### src/rtl/pe_array_controller_pkg.sv
// Shared types and default geometry for the PE-array controller and the PE grid.
// The state encoding is common to both.
package pe_ctrl_pkg;

  typedef enum logic [2:0] {
    IDLE,
    LOAD_FILT,
    LOAD_IFMAP,
    CONV,
    DONE
  } ctrl_state_t;

  localparam int unsigned DEF_NUM_ROWS    = 3;
  localparam int unsigned DEF_NUM_DIAGS   = 5;
  localparam int unsigned DEF_CONV_CYCLES = 3;
  localparam int unsigned DEF_MAX_PASSES  = 16;

  // Index width for a counter over n items; never zero so single-item counters still elaborate.
  function automatic int unsigned idx_w(input int unsigned n);
    return (n > 1) ? $clog2(n) : 1;
  endfunction

endpackage

### src/rtl/pe_array_controller_if.sv
// PE control bus: command inputs plus the per-row / per-diagonal strobes into the PE grid.
// Signal prefixes are from the controller's point of view.
interface pe_array_controller_if #(
  parameter int unsigned NUM_ROWS  = 3,
  parameter int unsigned NUM_DIAGS = 5,
  parameter int unsigned PASS_W    = 5
);
  logic                 i_start;
  logic                 i_reuse_filter;
  logic [PASS_W-1:0]    i_num_passes;
  logic                 i_stall;
  logic                 i_abort;
  logic [NUM_ROWS-1:0]  o_read_new_filter_val;
  logic [NUM_DIAGS-1:0] o_read_new_ifmap_val;
  logic [NUM_DIAGS-1:0] o_start_conv;
  logic                 o_busy;
  logic                 o_done;

  // Command side issues runs and observes the strobes.
  modport master (
    output i_start, i_reuse_filter, i_num_passes, i_stall, i_abort,
    input  o_read_new_filter_val, o_read_new_ifmap_val, o_start_conv, o_busy, o_done
  );

  // Controller side.
  modport slave (
    input  i_start, i_reuse_filter, i_num_passes, i_stall, i_abort,
    output o_read_new_filter_val, o_read_new_ifmap_val, o_start_conv, o_busy, o_done
  );
endinterface

### src/rtl/pe_array_controller_onehot_strobe_dec.sv
// Index + enable to one-hot strobe vector; out-of-range index yields all zeros.
module onehot_strobe_dec #(
  parameter int unsigned WIDTH = 3,
  parameter int unsigned IDX_W = 2
) (
  input  logic [IDX_W-1:0] i_idx,
  input  logic             i_en,
  output logic [WIDTH-1:0] o_vec
);
  assign o_vec = i_en ? (WIDTH'(1) << i_idx) : '0;
endmodule

### src/rtl/pe_array_controller.sv
// Sequencer for the PE-array control fabric: filter load, per-pass ifmap load and conv start,
// with stall, abort and filter reuse. All outputs are registered.
module pe_array_controller
  import pe_ctrl_pkg::*;
#(
  parameter int unsigned NUM_ROWS    = DEF_NUM_ROWS,
  parameter int unsigned NUM_DIAGS   = DEF_NUM_DIAGS,
  parameter int unsigned CONV_CYCLES = DEF_CONV_CYCLES,
  parameter int unsigned MAX_PASSES  = DEF_MAX_PASSES
) (
  input logic                  clk,
  input logic                  rst_n,
  pe_array_controller_if.slave bus
);
  localparam int unsigned PASS_W = $clog2(MAX_PASSES + 1);
  localparam int unsigned ROW_W  = idx_w(NUM_ROWS);
  localparam int unsigned DIAG_W = idx_w(NUM_DIAGS);
  localparam int unsigned CONV_W = idx_w(CONV_CYCLES);

  ctrl_state_t          r_state, w_state_d;
  logic [ROW_W-1:0]     r_row, w_row_d;
  logic [DIAG_W-1:0]    r_diag, w_diag_d;
  logic [CONV_W-1:0]    r_conv, w_conv_d;
  logic [PASS_W-1:0]    r_pass, w_pass_d;
  logic [PASS_W-1:0]    r_npass, w_npass_d;
  logic [PASS_W-1:0]    w_pass_inc;
  logic                 w_emit;
  logic [NUM_ROWS-1:0]  w_filt_vec, r_filt;
  logic [NUM_DIAGS-1:0] w_ifmap_vec, r_ifmap, r_start_conv;
  logic                 r_busy, r_done;

  assign w_pass_inc = r_pass + PASS_W'(1);
  // A stalled or aborting cycle emits nothing; the held state re-issues its strobe later.
  assign w_emit     = !bus.i_stall && !bus.i_abort;

  always_comb begin
    w_state_d = r_state;
    w_row_d   = r_row;
    w_diag_d  = r_diag;
    w_conv_d  = r_conv;
    w_pass_d  = r_pass;
    w_npass_d = r_npass;
    if (bus.i_abort) begin
      w_state_d = IDLE;
      w_row_d   = '0;
      w_diag_d  = '0;
      w_conv_d  = '0;
      w_pass_d  = '0;
      w_npass_d = '0;
    end else if (!bus.i_stall) begin
      case (r_state)
        IDLE: begin
          if (bus.i_start) begin
            w_npass_d = (bus.i_num_passes == '0) ? PASS_W'(1) : bus.i_num_passes;
            w_state_d = bus.i_reuse_filter ? LOAD_IFMAP : LOAD_FILT;
          end
        end
        LOAD_FILT: begin
          if (r_row == ROW_W'(NUM_ROWS - 1)) begin
            w_row_d   = '0;
            w_state_d = LOAD_IFMAP;
          end else begin
            w_row_d = r_row + ROW_W'(1);
          end
        end
        LOAD_IFMAP: begin
          if (r_diag == DIAG_W'(NUM_DIAGS - 1)) begin
            w_diag_d  = '0;
            w_state_d = CONV;
          end else begin
            w_diag_d = r_diag + DIAG_W'(1);
          end
        end
        CONV: begin
          if (r_conv == CONV_W'(CONV_CYCLES - 1)) begin
            w_conv_d = '0;
            if (w_pass_inc == r_npass) begin
              w_pass_d  = '0;
              w_state_d = DONE;
            end else begin
              w_pass_d  = w_pass_inc;
              w_state_d = LOAD_IFMAP;
            end
          end else begin
            w_conv_d = r_conv + CONV_W'(1);
          end
        end
        DONE:    w_state_d = IDLE;
        default: w_state_d = IDLE;
      endcase
    end
  end

  onehot_strobe_dec #(
    .WIDTH (NUM_ROWS),
    .IDX_W (ROW_W)
  ) u_filt_dec (
    .i_idx (r_row),
    .i_en  (w_emit && (r_state == LOAD_FILT)),
    .o_vec (w_filt_vec)
  );

  onehot_strobe_dec #(
    .WIDTH (NUM_DIAGS),
    .IDX_W (DIAG_W)
  ) u_ifmap_dec (
    .i_idx (r_diag),
    .i_en  (w_emit && (r_state == LOAD_IFMAP)),
    .o_vec (w_ifmap_vec)
  );

  always_ff @(posedge clk or negedge rst_n) begin
    if (!rst_n) begin
      r_state      <= IDLE;
      r_row        <= '0;
      r_diag       <= '0;
      r_conv       <= '0;
      r_pass       <= '0;
      r_npass      <= '0;
      r_filt       <= '0;
      r_ifmap      <= '0;
      r_start_conv <= '0;
      r_busy       <= 1'b0;
      r_done       <= 1'b0;
    end else begin
      r_state      <= w_state_d;
      r_row        <= w_row_d;
      r_diag       <= w_diag_d;
      r_conv       <= w_conv_d;
      r_pass       <= w_pass_d;
      r_npass      <= w_npass_d;
      r_filt       <= w_filt_vec;
      r_ifmap      <= w_ifmap_vec;
      r_start_conv <= {NUM_DIAGS{w_emit && (r_state == CONV) && (r_conv == '0)}};
      r_busy       <= (w_state_d != IDLE);
      r_done       <= w_emit && (r_state == DONE);
    end
  end

  assign bus.o_read_new_filter_val = r_filt;
  assign bus.o_read_new_ifmap_val  = r_ifmap;
  assign bus.o_start_conv          = r_start_conv;
  assign bus.o_busy                = r_busy;
  assign bus.o_done                = r_done;

endmodule
### src/flat_wrapper.sv
// flat-port wrapper written by rule: the top's interface ports become plain ports
module pe_array_controller_flat import pe_ctrl_pkg::*;
#(
  parameter int unsigned NUM_ROWS    = DEF_NUM_ROWS,
  parameter int unsigned NUM_DIAGS   = DEF_NUM_DIAGS,
  parameter int unsigned CONV_CYCLES = DEF_CONV_CYCLES,
  parameter int unsigned MAX_PASSES  = DEF_MAX_PASSES
)
  (clk, rst_n, bus_i_start, bus_i_reuse_filter, bus_i_num_passes, bus_i_stall, bus_i_abort, bus_o_read_new_filter_val, bus_o_read_new_ifmap_val, bus_o_start_conv, bus_o_busy, bus_o_done);
  pe_array_controller_if #(.NUM_ROWS(NUM_ROWS), .NUM_DIAGS(NUM_DIAGS)) bus_i ();
  input logic clk;
  input logic rst_n;
  input wire logic [$bits(bus_i.i_start)-1:0] bus_i_start;
  input wire logic [$bits(bus_i.i_reuse_filter)-1:0] bus_i_reuse_filter;
  input wire logic [$bits(bus_i.i_num_passes)-1:0] bus_i_num_passes;
  input wire logic [$bits(bus_i.i_stall)-1:0] bus_i_stall;
  input wire logic [$bits(bus_i.i_abort)-1:0] bus_i_abort;
  output wire logic [$bits(bus_i.o_read_new_filter_val)-1:0] bus_o_read_new_filter_val;
  output wire logic [$bits(bus_i.o_read_new_ifmap_val)-1:0] bus_o_read_new_ifmap_val;
  output wire logic [$bits(bus_i.o_start_conv)-1:0] bus_o_start_conv;
  output wire logic [$bits(bus_i.o_busy)-1:0] bus_o_busy;
  output wire logic [$bits(bus_i.o_done)-1:0] bus_o_done;
  assign bus_i.i_start = bus_i_start;
  assign bus_i.i_reuse_filter = bus_i_reuse_filter;
  assign bus_i.i_num_passes = bus_i_num_passes;
  assign bus_i.i_stall = bus_i_stall;
  assign bus_i.i_abort = bus_i_abort;
  assign bus_o_read_new_filter_val = bus_i.o_read_new_filter_val;
  assign bus_o_read_new_ifmap_val = bus_i.o_read_new_ifmap_val;
  assign bus_o_start_conv = bus_i.o_start_conv;
  assign bus_o_busy = bus_i.o_busy;
  assign bus_o_done = bus_i.o_done;
  pe_array_controller #(.NUM_ROWS(NUM_ROWS), .NUM_DIAGS(NUM_DIAGS), .CONV_CYCLES(CONV_CYCLES), .MAX_PASSES(MAX_PASSES)) u_core (.clk(clk), .rst_n(rst_n), .bus(bus_i));
endmodule
### config.mk
export PLATFORM = sky130hd
export DESIGN_NAME = pe_array_controller_flat
export DESIGN_NICKNAME = d
export VERILOG_FILES = /design/src/rtl/pe_array_controller_pkg.sv /design/src/rtl/pe_array_controller_if.sv /design/src/rtl/pe_array_controller_onehot_strobe_dec.sv /design/src/rtl/pe_array_controller.sv /design/src/flat_wrapper.sv
export SDC_FILE = /design/constraint.sdc
export NUM_CORES = 1
export LEC_CHECK = 0
export ABC_AREA = 0
export ABC_CLOCK_PERIOD_IN_PS = 1850
export BUFFER_PORTS_ARGS = -buffer_cell sky130_fd_sc_hd__buf_2
export CELL_PAD_IN_SITES_DETAIL_PLACEMENT = 0
export CELL_PAD_IN_SITES_GLOBAL_PLACEMENT = 1
export CORE_ASPECT_RATIO = 1.25
export CORE_MARGIN = 5
export CORE_UTILIZATION = 38
export CTS_CLUSTER_DIAMETER = 120
export CTS_CLUSTER_SIZE = 24
export DETAILED_ROUTE_END_ITERATION = 6
export GPL_TIMING_DRIVEN = 1
export PLACE_DENSITY_LB_ADDON = 0.1
export SLEW_MARGIN = 20
export SYNTH_ARGS = -nofsm -noshare
export SYNTH_HDL_FRONTEND = slang
export SYNTH_SLANG_ARGS = --single-unit
### constraint.sdc
create_clock -name clk -period 1.85 [get_ports clk]
set_input_delay 0.555 -clock clk [delete_from_list [all_inputs] [get_ports clk]]
set_output_delay 0.555 -clock clk [all_outputs]
set_load 0.02 [all_outputs]
==> out/metrics.cfg, run 1 <==
[synth]
synth_ff_type=dfrtp_1
synth_edf_count=0
ys_warn_count=0
syn_area_per_cell_um2=9.62
syn-num-nets=186
muxShareOfSynthArea=0.0400
ys_ff_latch=31
synth-simple-area-share=0.211
ys_seq_area_frac=0.477
synthXorXnorAreaFrac=0.0323
ys_async_sr_fraction=1.00
synth_compound_area_frac=0.138
syn_area_mm2=0.00163
synthAdderAreaFrac=0.0462
synth_top_family_by_area=simple AND/OR/NAND/NOR gates
synthCells=169
synth_cell_types=42

[layout]
area_growth_pct=20.6
layout-drive-gt1-share=0.261
final_nets=220
num_antenna_cells=0
final_util=0.475

[sta]
clock_skew_ps=9.72
hold_viol=0
max_slew_margin=0.730
worst_pin_slew_ps=405
fin_crit_sh=0.953
setup_viol=0
finalCriticalPeriod_ps=1760
fmax_ghz=0.567
slew_violations=0
fin_setup_tns_ps=0

[clock_tree]
h-tree-depth=2
numCtsBuffers=5
clk_pin_slew_worst_paths_ps=70
cts_root_buf=clkbuf_8
cts_setup_buffers=0
cts_max_path_buffers=2
worstSkewPairLatency_ps=290
cts_tree=done
clock-sinks=31
cts_hold_buffers=0

[critical_path]
slowest_stage=dfrtp_1
cp-startpoint=u_core.r_pass[1]
start_kind=flop
worstPathRequired_ps=2000
crit_fanout=5
critPathMaxStageDelay_ps=400
reg2reg_depth=6
arrival_ps=1910
crit_path_end_kind=flop
r2r-start=u_core.r_pass[1]
crit_chain=ha_1 -> xor2_1 -> nor3b_2 -> mux2i_4 -> o2111ai_1 -> o211ai_1
crit_type=reg2reg

[drt]
wl_per_cell_um=13.5
drcViolationCount=0
vias=1292
ant_nets=0
first_pass_iters=4
drt_iter0_markers=48
routed_via_density=4.99
drt_wl_total_um=3500

[floorplanning]
core_mm2=0.00413
die_height_um=83.1
die_x_um=68.5
io_pins=26
start_util=0.394
dieArea_mm2=0.00570
rows=26

[power]
irDropWorstVdd_mv=0.312
powerDensity_mw_per_mm2=700
power_leakage_uw=0.000904
p_total_uw=1370

[global_route]
grt_pass1_wl_um=5960
grt_max_degree=32
grt_overflow=0
grt_pass1_vias=1305
grt_use_total=0.138
antenna_found_initial=0

[flow_run]
cap_viol_max_count=0

[min_path]
hold_class=in2async

[place]
dp_hpwl_um=2680
port_buffers=25
gp_congestion=0.769

[run_status]
status=finished, final reports clean

cells in the mapped netlist (4+ instances only):
master     n  area (um^2)
mux2i_1    4         40.0
buf_4      4         30.0
a21oi_1   11         55.1
inv_1     10         37.5
nand2_1   17         63.8
nand3_1    4         20.0
nor3_1     4         20.0
ha_1       6         75.1
dfrtp_1   31          776
o21ai_0   11         55.1
nor2_1    18         67.6
xor2_1     4         35.0
nand2b_1   6         37.5
layout by cell type, fill, tap and decap left out, drive strengths merged, types with 4 or more instances in the layout:
| cell | Yosys | final |
|---|---|---|
| ha | 6 | 6 |
| a21oi | 11 | 11 |
| nand2b | 6 | 6 |
| nand2 | 17 | 17 |
| o21ai | 14 | 14 |
| mux2i | 5 | 5 |
| buf | 6 | 35 |
| dfrtp | 31 | 31 |
| clkbuf | 2 | 6 |
| nor2 | 18 | 18 |
| inv | 10 | 10 |
| nand3 | 4 | 4 |
| xor2 | 4 | 4 |
| nor3 | 5 | 5 |
routing by layer:
metal	share of wire	GRT usage	vias up
met4	0.019	0.0542	0
met5	0	0	-
li1	-	-	644
met2	0.50	0.220	29
met1	0.43	0.169	614
met3	0.052	0.0419	5
cell type report:
class / count / area (um^2)
clock inverter: 1 / 5.00
tap: 56 / 70.1
timing repair buffer: 35 / 200
inverter: 10 / 37.5
clock buffer: 6 / 82.6
sequential: 31 / 776
multi-input combinational: 120 / 791
fill: 413 / 2170
state kept, by name, summed over array words and instances, names as in the netlist:
name	count
u_core.bus.o_read_new_ifmap_val	5
u_core.r_npass	5
u_core.r_pass	5
u_core.bus.o_read_new_filter_val	3
u_core.r_diag	3
u_core.r_state	3
u_core.r_conv	2
u_core.r_row	2
u_core.bus.o_busy	1
u_core.bus.o_done	1
u_core.bus.o_start_conv	1
critical path: cells and delay by family (launching register included):
kind	cells	cell delay (ps)
flip-flops	1	400
AO/OA/AOI/OAI	2	350
adder cells (fa/ha/maj)	1	320
AND/OR/NAND/NOR	1	230
XOR/XNOR	1	200
multiplexers	1	140
per-stage QoR:
stage / setup WS (ps) / hold slack, ps / cells / instance area (um^2)
finish: 86.8 / 274 / 259 / 1960
global route: -1.85 / 302 / 259 / 1960
CTS: 9.20 / 282 / 259 / 1930
detailed placement: 12.4 / 499 / 252 / 1840
global placement: 96.9 / 480 / 252 / 1840
floorplan: 142 / 259 / 169 / 1630
final timing paths:
check                                                       to  slack [ps]
setup / recovery                              u_core.r_pass[2]          90
hold / removal                                u_core.r_diag[1]         270
setup reg to reg                              u_core.r_pass[2]          90
hold reg to reg            u_core.bus.o_read_new_filter_val[0]         510
max in group asynchronous                    u_core.bus.o_done        1290
min in group clk           u_core.bus.o_read_new_filter_val[0]         510
cell families after synthesis:
kind of cell,Yosys count
XOR/XNOR,6
AND/OR/NAND/NOR,67
buffers and inverters,18
multiplexers,6
adder cells (fa/ha/maj),6
AO/OA/AOI/OAI,35
flip-flops,31
where the power goes:
group,internal [uW],total [uW],leakage (uW),switching (uW)
combinational,53.4,136,0.000427,82.8
clock,291,531,0.0000470,240
sequential,692,707,0.000430,14.3
repair_timing:
item                                   4_1_cts  5_1_grt
pin swaps                                    1        2
endpoints found under the hold margin        0        0
setup endpoints to repair                    1        7
gates resized for setup                      0        6
Note: power is estimated with default switching activity, not from simulation.
==> inputs of run 2 (changes only) <==
- BUFFER_PORTS_ARGS: -buffer_cell sky130_fd_sc_hd__buf_2 -> -buffer_cell sky130_fd_sc_hd__buf_4
==> out/metrics.cfg, run 2 (synthesized netlist as in run 1, its figures left out) <==
[clock_tree]
cts_root_buf=clkbuf_8
h-tree-depth=2
cts_setup_buffers=0
clock-sinks=31
clk_pin_slew_worst_paths_ps=60
cts_resized=0
cts_max_path_buffers=2
cts_hold_buffers=0
numCtsBuffers=5
cts_tree=done
worstSkewPairLatency_ps=280

[layout]
layout-drive-gt1-share=0.250
final_cell_mix=buf_4 (32), dfrtp_1 (31), nor2_1 (18)
final_nets=217
area_growth_pct=23.1
final_common_cell=buf_4
regArea_um2=776
num_antenna_cells=0
layout.cells.non_filler=256
n_fill_cell=412
multi_input_comb_area_um2=791

[floorplanning]
core_mm2=0.00413
io_pins=26
dieArea_mm2=0.00570
rows=26
die_x_um=68.5
start_util=0.394
die_height_um=83.1

[drt]
drcViolationCount=0
wl_per_cell_um=13.4
vias=1265
first_pass_iters=4
ant_nets=0
drt_iter0_markers=50
drt_wl_total_um=3430
routed_via_density=4.94

[place]
dp_hpwl_um=2540
gp_congestion=0.772
dpl.cell_count=249
port_buffers=25
dpl_worst_slack_ps=41.5

[power]
sw_frac_of_total=0.243
internal_power_uw=1040
power_leakage_uw=0.000896
pwr-share-seq=0.514
pwr-share-comb=0.101
powerDensity_mw_per_mm2=686
p_total_uw=1370
p_switching_uw=334
irDropWorstVdd_mv=0.287
clockPowerShare=0.385

[sta]
setup_viol=0
fin_crit_sh=0.955
slew_violations=0
max_slew_margin=0.723
hold_slack_ps=201
hold_viol=0
fin_ws_ps=84.0
finalCriticalPeriod_ps=1770
clock_skew_ps=2.40
worst_pin_slew_ps=416
rsz0062_at_grt=yes
fmax_ghz=0.566

[global_route]
grt_pass1_vias=1278
use_met1=0.167
grt_busiest_layer=met2
grt_use_total=0.128
grtUsageMet3=0.0365
grt_max_degree=32
use_met2=0.196
grt_pass1_wl_um=5690
grt_overflow=0
antenna_found_initial=0

[critical_path]
start_kind=flop
crit_path_end_kind=flop
crit_fanout=5
critical-path-top-delay-family=flip-flops
crit_type=reg2reg
worstPathRequired_ps=2000
crit_chain=ha_1 -> xor2_1 -> nor3b_2 -> mux2i_4 -> o2111ai_1 -> o211ai_1
worst-path-buf-inv=0
arrival_ps=1920
slowest_stage=dfrtp_1
critPathMaxStageDelay_ps=380

[run_status]
status=finished, final reports clean

[flow_run]
cap_viol_max_count=0

[min_path]
hold_class=in2async

[run 2: cell count changes in the layout (fill, tap and decap cells not counted)]
| cell | change |
|---|---|
| buf_2 | -25 |
| buf_4 | +22 |
[run 2: path summary, 6_finish.rpt]
path | start | to | slack, ps | depth (start not counted)
max reg2reg | u_core.r_pass[0] | u_core.r_pass[2] | 80 | 6
max | u_core.r_pass[0] | u_core.r_pass[2] | 80 | 6
max in group asynchronous | rst_n | u_core.r_npass[2] | 1360 | 1
min in group clk | u_core.r_row[0] | u_core.bus.o_read_new_filter_val[0] | 480 | 1
min | rst_n | u_core.bus.o_read_new_ifmap_val[1] | 200 | 1
min reg2reg | u_core.r_row[0] | u_core.bus.o_read_new_filter_val[0] | 480 | 1
[run 2: final cells by class]
cell class | instances | share of cell area
Tap cell | 56 | 0.0350
Sequential cell | 31 | 0.388
Timing Repair Buffer | 32 | 0.120
Clock inverter | 1 | 0.00250
Multi-Input combinational cell | 120 | 0.395
Inverter | 10 | 0.0188
Clock buffer | 6 | 0.0413
[run 2: layer usage]
layer  routed length (um)  vias up  share of wire
met3                  192        5          0.056
met2                 1630       30           0.48
met4                   44        0          0.013
li1                     -      636              -
met1                 1560      594           0.46
met5                    0        -              0
[run 2: per-stage QoR]
step / util / instance area, um^2 / setup TNS (ps)
after floorplan: - / 1630 / 0
after global placement: 0.456 / 1880 / 0
after detailed placement: 0.456 / 1880 / 0
after CTS: 0.477 / 1970 / 0
after global routing: 0.485 / 2000 / -47.6
final: 0.485 / 2000 / 0
[run 2: power groups by stage]
stage | logic (uW) | clock network [uW] | registers, uW
2_1_floorplan | 71.3 | 0 | 718
3_3_place_gp | 133 | 0 | 718
3_5_place_dp | 136 | 0 | 718
4_1_cts | 136 | 548 | 706
5_1_grt | 154 | 574 | 709
6_report | 138 | 529 | 707
==> inputs of run 3 (changes only) <==
- CORE_MARGIN: 5 -> unset
==> out/metrics.cfg, run 3 (synthesized netlist as in run 1, its figures left out) <==
[critical_path]
worstPathRequired_ps=1990
crit_type=reg2reg
arrival_ps=1880
start_kind=flop
crit_path_end_kind=flop
crit_fanout=5

[global_route]
antenna_found_initial=0
grt_pass1_wl_um=5370
grtUsageMet3=0.0361
grt_busiest_layer=met2
use_met2=0.263
grt_pass1_vias=1219
grt_overflow=0
grt_use_total=0.162
use_met1=0.198
grt_max_degree=32

[sta]
slew_violations=0
worst_pin_slew_ps=419
fin_setup_tns_ps=0
setup_viol=0
hold_viol=0
fin_crit_sh=0.941
clock_skew_ps=5.64
max_slew_margin=0.720
finalCriticalPeriod_ps=1740
fmax_ghz=0.574
rsz0062_at_grt=no

[layout]
fin_area_mm2=0.00203
area_growth_pct=24.6
n_fill_cell=412
multi_input_comb_area_um2=793
layout-drive-gt1-share=0.250
final_cell_mix=buf_4 (31), dfrtp_1 (31), nor2_1 (18)
regArea_um2=776
final_nets=216
num_antenna_cells=0

[drt]
drt_iter0_markers=48
vias=1274
routed_via_density=4.98
drcViolationCount=0
first_pass_iters=4
ant_nets=0
drt_wl_total_um=3280
wl_per_cell_um=12.8

[min_path]
hold_class=in2async

[clock_tree]
clk_pin_slew_worst_paths_ps=70
cts_max_path_buffers=2
worstSkewPairLatency_ps=280
cts_tree=done
numCtsBuffers=5
cts_setup_buffers=0
h-tree-depth=2
cts_root_buf=clkbuf_8
clock-sinks=31

[place]
port_buffers=25
gp_congestion=0.807
place_area_mm2=0.00188
dp_hpwl_um=2460

[run_status]
status=finished, final reports clean

[power]
powerDensity_mw_per_mm2=757
power_leakage_uw=0.000904
irDropWorstVdd_mv=0.404

[floorplanning]
die_height_um=75.1
dieArea_mm2=0.00455
io_pins=26
start_util=0.397
core_mm2=0.00410
rows=26
die_x_um=60.5

[flow_run]
cap_viol_max_count=0

==> run 3: final cells by class <==
type	count	share of cell area
clock buffers	6	0.0407
clock inverters	2	0.0173
inverters	10	0.0185
multi-input cells	120	0.391
flip-flops and latches	31	0.383
well taps	56	0.0346
repair buffers	31	0.115
==> run 3: worst max-delay path, stage by stage (launching register included) <==
cell and delay [ps]:
dfrtp_1 400, ha_1 300, xor2_1 190, nor3b_2 250, mux2i_4 130, nor3_1 200
o2111ai_1 130
==> run 3: stage by stage <==
stage / worst slack (ps) / hold slack (ps) / util / instances / power [uW]
floorplan: 142 / 259 / - / 169 / 789
global placement: 98.1 / 466 / 0.458 / 248 / 853
detailed placement: 66.5 / 474 / 0.458 / 248 / 855
CTS: 42.4 / 201 / 0.486 / 256 / 1550
global route: 4.36 / 222 / 0.495 / 256 / 1600
finish: 109 / 193 / 0.495 / 256 / 1530
==> run 3: repair_timing <==
item / CTS / global route
setup endpoints to repair: 0 / 6
endpoints found under the hold margin: 0 / 0
gates resized for setup: 0 / 6
hold buffers: 0 / 0
==> run 3: path summary, 6_finish.rpt <==
path                                                        to  depth (start not counted)              from  slack (ps)
setup / recovery                             u_core.bus.o_busy                          6  u_core.r_pass[1]         110
hold / removal              u_core.bus.o_read_new_ifmap_val[1]                          1             rst_n         190
setup reg to reg                             u_core.bus.o_busy                          6  u_core.r_pass[1]         110
hold reg to reg            u_core.bus.o_read_new_filter_val[0]                          1   u_core.r_row[0]         480
max in group asynchronous                    u_core.r_npass[3]                          1             rst_n        1360
min in group clk                               u_core.r_row[0]                          2       bus_i_abort         470
==> run 3: per-layer routing <==
| metal | part of all wire | vias to the layer above |
|---|---|---|
| met5 | 0 | - |
| met4 | 0.020 | 0 |
| met3 | 0.036 | 5 |
| met2 | 0.49 | 27 |
| met1 | 0.45 | 605 |
| li1 | - | 637 |
==> run 3: power by group <==
part | internal (uW) | total [uW] | switching [uW] | leakage [uW]
clock network | 435 | 690 | 255 | 0.0000612
logic | 57.2 | 137 | 80.1 | 0.000414
registers | 692 | 707 | 15.2 | 0.000430
